==> config.mk <==
export PLATFORM = sky130hd
export DESIGN_NAME = seq_divider
export DESIGN_NICKNAME = d
export VERILOG_FILES = /design/src/rtl/seq_divider.sv
export SDC_FILE = /design/constraint.sdc
export NUM_CORES = 1
export LEC_CHECK = 0
export ABC_AREA = 0
export CAP_MARGIN = 0
export CORE_ASPECT_RATIO = 0.6
export CORE_MARGIN = 3
export CORE_UTILIZATION = 63
export CTS_CLUSTER_SIZE = 8
export DETAILED_ROUTE_END_ITERATION = 7
export DONT_BUFFER_PORTS = 1
export GPL_TIMING_DRIVEN = 0
export PLACE_DENSITY = 0.9
export SLEW_MARGIN = 20
export SYNTH_ARGS = -nofsm -noshare
export SYNTH_HDL_FRONTEND = slang
export SYNTH_SLANG_ARGS = --single-unit
==> constraint.sdc <==
create_clock -name clk_i -period 2.9 [get_ports clk_i]
set_input_delay 0.29 -clock clk_i [delete_from_list [all_inputs] [get_ports clk_i]]
set_output_delay 0.29 -clock clk_i [all_outputs]
set_load 0.005 [all_outputs]
==> src/rtl/seq_divider.sv <==
// Sequential unsigned restoring divider: one quotient bit per clock, start/done handshake.
module seq_divider #(
   parameter int unsigned WIDTH = 8
) (
   input  logic             clk_i,
   input  logic             rst_ni,
   input  logic             start_i,
   input  logic [WIDTH-1:0] dividend_i,
   input  logic [WIDTH-1:0] divisor_i,
   output logic             busy_o,
   output logic             done_o,
   output logic [WIDTH-1:0] quotient_o,
   output logic [WIDTH-1:0] remainder_o,
   output logic             div_by_zero_o
);

   localparam int unsigned CW = $clog2(WIDTH);

   typedef enum logic [1:0] {
      IDLE = 2'd0,
      CALC = 2'd1,
      DONE = 2'd2
   } state_e;

   state_e           state_q, state_d;
   logic [WIDTH-1:0] q_q, q_d;
   logic [WIDTH-1:0] d_q, d_d;
   logic [WIDTH:0]   r_q, r_d;
   logic [CW-1:0]    cnt_q, cnt_d;
   logic [WIDTH-1:0] quot_q, quot_d;
   logic [WIDTH-1:0] rem_q, rem_d;
   logic             dz_q, dz_d;
   logic             busy_q, busy_d;
   logic             done_q, done_d;
   logic [WIDTH:0]   trial;

   // State and datapath registers; reset aborts any operation in flight.
   always_ff @(posedge clk_i or negedge rst_ni) begin
      if (!rst_ni) begin
         state_q <= IDLE;
         q_q     <= '0;
         d_q     <= '0;
         r_q     <= '0;
         cnt_q   <= '0;
         quot_q  <= '0;
         rem_q   <= '0;
         dz_q    <= 1'b0;
         busy_q  <= 1'b0;
         done_q  <= 1'b0;
      end else begin
         state_q <= state_d;
         q_q     <= q_d;
         d_q     <= d_d;
         r_q     <= r_d;
         cnt_q   <= cnt_d;
         quot_q  <= quot_d;
         rem_q   <= rem_d;
         dz_q    <= dz_d;
         busy_q  <= busy_d;
         done_q  <= done_d;
      end
   end

   // Next-state, shift-subtract step and result capture on DONE entry.
   always_comb begin
      state_d = state_q;
      q_d     = q_q;
      d_d     = d_q;
      r_d     = r_q;
      cnt_d   = cnt_q;
      quot_d  = quot_q;
      rem_d   = rem_q;
      dz_d    = dz_q;
      trial   = '0;
      case (state_q)
         IDLE: begin
            if (start_i) begin
               q_d   = dividend_i;
               d_d   = divisor_i;
               r_d   = '0;
               cnt_d = CW'(WIDTH - 1);
               dz_d  = 1'b0;
               if (divisor_i == '0) begin
                  // Zero divisor short-circuits straight to DONE with saturated quotient.
                  state_d = DONE;
                  quot_d  = '1;
                  rem_d   = dividend_i;
                  dz_d    = 1'b1;
               end else begin
                  state_d = CALC;
               end
            end
         end
         CALC: begin
            // WIDTH+1-bit trial keeps the shifted-out remainder MSB.
            trial = {r_q[WIDTH-1:0], q_q[WIDTH-1]};
            if (trial >= {1'b0, d_q}) begin
               r_d = trial - {1'b0, d_q};
               q_d = {q_q[WIDTH-2:0], 1'b1};
            end else begin
               r_d = trial;
               q_d = {q_q[WIDTH-2:0], 1'b0};
            end
            cnt_d = cnt_q - CW'(1);
            if (cnt_q == '0) begin
               state_d = DONE;
               quot_d  = q_d;
               rem_d   = r_d[WIDTH-1:0];
            end
         end
         DONE: begin
            state_d = IDLE;
         end
         default: begin
            state_d = IDLE;
         end
      endcase
      busy_d = (state_d != IDLE);
      done_d = (state_d == DONE);
   end

   assign busy_o        = busy_q;
   assign done_o        = done_q;
   assign quotient_o    = quot_q;
   assign remainder_o   = rem_q;
   assign div_by_zero_o = dz_q;

endmodule

== Word level (Yosys, flattened, before mapping) ==
Index checks and enable logic that the tools add are counted.

* Register bits: 48

* Add/sub/neg operators: 2
* $lt $le $gt $ge: 1
* Equality and inequality tests: 5
* Mux-type cells: 21
* Reduce and logical (&&, ||, !) cells: 8

{| class="wikitable"
|+ Operators with widths
! operator !! count
|-
| 8-bit 2-to-1 mux || 9
|-
| 8-bit one-hot mux with 2 select lines || 4
|-
| 9-bit by 8-bit >= comparator with 1-bit output || 1
|-
| 8-bit logical NOT || 1
|-
| 8-bit subtractor || 1
|-
| 2-bit 2-to-1 mux || 3
|-
| 2-bit inequality test, second input constant || 3
|-
| 3-bit one-hot mux with 2 select lines || 1
|-
| 2-bit one-hot mux with 2 select lines || 1
|-
| 2-bit AND reduction || 2
|-
| 4-bit AND reduction || 1
|-
| 2-bit nonzero test || 2
|-
| 3-bit logical NOT || 1
|-
| 3-bit 2-to-1 mux || 1
|-
| 3-bit by 1-bit subtractor with 3-bit output, second input constant || 1
|-
| 2-bit by 1-bit == test with 1-bit output, second input constant || 1
|-
| 2-bit == test, second input constant || 1
|-
| 2-bit logical NOT || 1
|-
| 1-bit 2-to-1 mux || 2
|}

== Depth between registers and ports, before layout ==
* Word-level depth: 5
* Gate-level depth with buffers: 8

== Least setup slack after synthesis ==
No wires, ideal clock.

* Path kind: reg2reg
* From: register r_q[2]
* To: register r_q[2]
* Cell stages (with the launch flop): 8
* Setup time: 0.126 ns
* Slack: 0.821 ns
* Data arrival time: 1.953 ns
* Period minus slack after synthesis: 2.079 ns
* Data required time: 2.774 ns
* Cells stage by stage: dfrtp_1 -> ha_1 -> and3_1 -> o21ai_0 -> a21boi_0 -> clkbuf_1 -> nor3_1 -> a221o_1

* Word-level cells in the longest chain between the ends: 3

{| class="wikitable"
|+ RTL lines
! item !! line !! source
|-
| start: declaration || 28 || <nowiki>logic [WIDTH:0] r_q, r_d;</nowiki>
|-
| start signal: assignment || 54 || <nowiki>r_q <= r_d;</nowiki>
|-
| 9-bit by 8-bit >= comparator with 1-bit output || 97 || <nowiki>if (trial >= {1'b0, d_q}) begin</nowiki>
|-
| 8-bit 2-to-1 mux || 97 ||
|-
| 8-bit one-hot mux with 2 select lines || 75 || <nowiki>case (state_q)</nowiki>
|}

No other way between the ends.
A chain may end at the register's enable or synchronous reset.

== Worst setup path after layout ==
* From: register r_q[1]
* To: register rem_q[6], in the netlist remainder_o[6]

* Word-level cells in the longest chain between the ends: 4
* Elaborated cells between the ends (all ways): 5
* Classes of those cells: 1 x add/sub; 1 x order compare; 3 x mux

{| class="wikitable"
|+ RTL lines
! item !! line !! source
|-
| 8-bit subtractor / 9-bit by 8-bit >= comparator with 1-bit output (equally long branches) || 98, 97 ||
|-
| 8-bit 2-to-1 mux * || 97 ||
|-
| 8-bit 2-to-1 mux * || 105 || <nowiki>if (cnt_q == '0) begin</nowiki>
|-
| 8-bit one-hot mux with 2 select lines * || 75 ||
|-
| end signal: assignment || 57 || <nowiki>rem_q <= rem_d;</nowiki>
|-
| end: declaration || 31 || <nowiki>logic [WIDTH-1:0] rem_q, rem_d;</nowiki>
|}

Mark *: on every way between the ends. The rest lies on a longest branch, timed or not. The select of a mux whose other input is x is not followed.

==> flow_metrics.py <==
metrics = {
    "outcome": {
        "status": "finished clean",
    },
    "yosys": {
        "synth.distinct_cells": 46,
        "synth-edff-count": 0,
        "yosysSeqAreaShare": 0.457,
        "syn_area_per_cell_um2": 9.23,
        "synth_cells": 285,
        "synthFlopType": "dfrtp_1",
        "ys_warn_count": 0,
        "syn_area_um2": 2630,
        "async_flop_share": 1.00,
        "synth.ff_latch_count": 48,
        "synthesis.nets": 315,
    },
    "cells_and_area": {
        "fin_nets": 324,
        "area_growth_pct": 9.71,
        "drive_gt1_frac": 0.0542,
        "design_area_um2": 2890,
        "n_antenna_cell": 0,
        "final_util": 0.754,
    },
    "placement": {
        "port_buffers": 0,
        "post-dp-hpwl_um": 5010,
        "gp_congestion": 0.956,
        "pre_cts_ws_ns": 0.455,
        "placed_area_um2": 2690,
    },
    "critical_path": {
        "rrSetupSlack_ns": 0.29,
        "cp_top_family": "compound AO/OA/AOI/OAI gates",
        "path_cells": "ha_1 -> and3_1 -> o21ai_0 -> a21boi_0 -> clkbuf_1 -> o21ai_0 -> a31oi_1",
        "critPathMaxFanout": 10,
        "critPathBufInv": 1,
        "start_kind": "flop",
        "cp_slowest_stage_delay_ns": 0.44,
        "cpMostUsedCell": "o21ai_0",
        "end_kind": "flop",
        "critical_path_required_ns": 3.12,
        "worstReg2RegStart": "r_q[1]$_DFFE_PN0P_",
        "r2r-end": "remainder_o[6]$_DFFE_PN0P_",
        "critical_path_class": "reg2reg",
        "cp_slowest_cell": "dfrtp_1",
        "r2r_cells": 7,
        "cp.arrival_ns": 2.83,
    },
    "clocking": {
        "cts.clk_slew.worst_paths_ns": 0.09,
        "insertion_delay_ns": 0.31,
        "cts_resized": 0,
        "cts_root_buf": "clkbuf_8",
        "clockBufferDepth": 2,
        "clkSinkCount": 48,
        "cts_tree": "built",
        "htree_levels": 2,
        "cts_buffers": 5,
    },
    "power_and_ir_drop": {
        "p_sw_mw": 1.76,
        "p_int_mw": 2.19,
        "vdd_ir_drop_max_mv": 0.840,
        "seq_power_share": 0.318,
        "power_per_cell_area_nw_per_um2": 1370,
        "cellLeakagePower_nw": 1.23,
        "combPwrFrac": 0.514,
        "sw_frac_of_total": 0.445,
        "clkPwrFrac": 0.168,
    },
    "worst_hold_path": {
        "hold_path.class": "in2reg",
        "min_path_cells": 2,
        "hold_start": "divisor_i[0]",
        "hold_end": "d_q[0]$_DFFE_PN0P_",
    },
    "detailed_routing": {
        "wl_per_cell_um": 20.5,
        "vias": 2422,
        "viasPerCell": 7.08,
        "drtPass1Iterations": 5,
        "drt-total-wl_um": 7020,
        "drtIter0Drc": 321,
        "drc_errors": 0,
        "ant_nets": 0,
    },
    "timing": {
        "rsz0062_at_grt": "no",
        "hold_viol_final": 0,
        "drv_slew": 0,
        "relSlewSlack": 0.476,
        "finalCriticalPeriod_ns": 2.61,
        "finalWorstSetupSlack_ns": 0.292,
        "max_freq_mhz": 383,
        "tns_ns": 0,
        "setup_viol": 0,
        "worst_slew_pin_slew_ns": 0.781,
        "post-route-period-util": 0.899,
        "finClkSkew_ns": 0.00450,
    },
    "global_route": {
        "grt_pass1_wl_um": 11300,
        "met1_usage": 0.446,
        "grt_util_met2": 0.378,
        "busiest_layer": "met1",
        "grt_max_degree": 49,
        "grt_pass1_vias": 2299,
        "grt_use_total": 0.294,
        "antenna_found_initial": 0,
        "met3_usage": 0.114,
        "grt_overflow_total": 0,
    },
    "floorplanning": {
        "ios": 38,
        "fp.dieH_um": 56.1,
        "start_util": 0.687,
        "core_um2": 3830,
        "die_w_um": 89.4,
        "num_rows": 17,
        "die_area_um2": 5010,
    },
    "flow_run": {
        "maxCapViolCount": 0,
    },
}
## metal layers
layer | wire length, um | share of wire
met1 | 3000 | 0.43
met2 | 2790 | 0.40
met4 | 214 | 0.030
met3 | 1020 | 0.15
met5 | 0 | 0
## logic make-up (layout without fill, tap and decap cells)
| logic type | after synthesis | after routing | share of synthesized area |
|---|---|---|---|
| AO/OA/AOI/OAI | 83 | 83 | 0.212 |
| XOR/XNOR | 3 | 3 | 0.00999 |
| multiplexers | 3 | 3 | 0.0114 |
| AND/OR/NAND/NOR | 106 | 106 | 0.204 |
| adder cells (fa/ha/maj) | 11 | 11 | 0.0552 |
| flip-flops | 48 | 48 | 0.457 |
| buffers and inverters | 31 | 41 | 0.0509 |
## power groups by stage
stage               Combinational, mW  Sequential (mW)  Clock (mW)
finish                           2.03             1.26       0.663
global placement                 1.83             1.24           0
floorplan                        1.48             1.17           0
detailed placement               1.90             1.26           0
global route                     2.24             1.29       0.691
CTS                              1.96             1.24       0.660
## cells in the final DEF (no fill, tap or decap), drive strengths merged, types with 2 or more instances in the layout
| cell type | count |
|---|---|
| mux2i | 3 |
| buf | 5 |
| nor2 | 11 |
| and2 | 2 |
| inv | 14 |
| xor2 | 3 |
| dfrtp | 48 |
| a21oi | 12 |
| or2 | 2 |
| and3 | 6 |
| nand4 | 8 |
| nor3 | 7 |
| a31oi | 2 |
| bufinv | 3 |
| nand2 | 37 |
| ha | 10 |
| clkbuf | 18 |
| a211oi | 2 |
| nor2b | 10 |
| nand3 | 9 |
| o31ai | 3 |
| nand2b | 3 |
| or3 | 3 |
| o311ai | 3 |
| o211ai | 11 |
| o22a | 7 |
| o21ai | 27 |
| a21o | 2 |
| a22oi | 6 |
| or4 | 4 |
## layout make-up
type                    instances  area (um2)
multi-input cells             206        1290
fillers                       238         943
clock inverters                 3        90.1
plain buffers                  17        81.3
flip-flops and latches         48        1200
well taps                      47        58.8
clock buffers                   5        68.8
inverters                      14        52.6
repair buffers                  2        37.5
## through the flow
stage / cells / hold WS, ns / power [mW]
5_1_grt: 342 / 0.0951 / 4.22
4_1_cts: 342 / 0.102 / 3.87
3_5_place_dp: 332 / -0.00454 / 3.16
6_report: 342 / 0.0972 / 3.95
3_3_place_gp: 332 / -0.00437 / 3.07
2_1_floorplan: 285 / -0.00559 / 2.65
## cells in the mapped netlist (all sizes together), types with 3 or more instances
master / count / share of area
clkbuf: 13 / 0.019
nand3: 9 / 0.017
o211ai: 11 / 0.031
inv: 14 / 0.020
dfrtp: 48 / 0.46
mux2i: 3 / 0.011
a21oi: 12 / 0.023
nand4: 8 / 0.019
xor2: 3 / 0.010
nand2: 37 / 0.053
and3: 6 / 0.014
ha: 10 / 0.048
o22a: 7 / 0.023
o311ai: 3 / 0.010
nor2b: 10 / 0.024
or4: 4 / 0.011
or3: 3 / 0.0071
nand2b: 3 / 0.0071
o21ai: 27 / 0.051
a22oi: 6 / 0.017
nor3: 7 / 0.013
nor2: 11 / 0.016
buf: 4 / 0.012
o31ai: 3 / 0.014
## flip-flops by register name (all words and copies together), names as in the netlist
signal and cells:
q_q 8, remainder_o 8, busy_o 1, state_q 2, r_q 8, cnt_q 3, div_by_zero_o 1, done_o 1
quotient_o 8, d_q 8
## what timing repair did
action / CTS / global route
buffers inserted: 0 / 0
hold buffers: 2 / 0
endpoints found under the hold margin: 48 / 0
## how the worst max path moves through the flow
stage / start / end / slack (ns) / cells past startpoint
after floorplan: r_q[2]$_DFFE_PN0P_ / r_q[2]$_DFFE_PN0P_ / 0.82 / 7
after global placement: r_q[2]$_DFFE_PN0P_ / remainder_o[6]$_DFFE_PN0P_ / 0.48 / 7
after global routing: r_q[2]$_DFFE_PN0P_ / r_q[6]$_DFFE_PN0P_ / 0.14 / 7
final: r_q[1]$_DFFE_PN0P_ / remainder_o[6]$_DFFE_PN0P_ / 0.29 / 7
after detailed placement: r_q[1]$_DFFE_PN0P_ / r_q[2]$_DFFE_PN0P_ / 0.46 / 7
after CTS: r_q[1]$_DFFE_PN0P_ / remainder_o[6]$_DFFE_PN0P_ / 0.40 / 7
No activity file was read; power rests on OpenSTA's default activity.
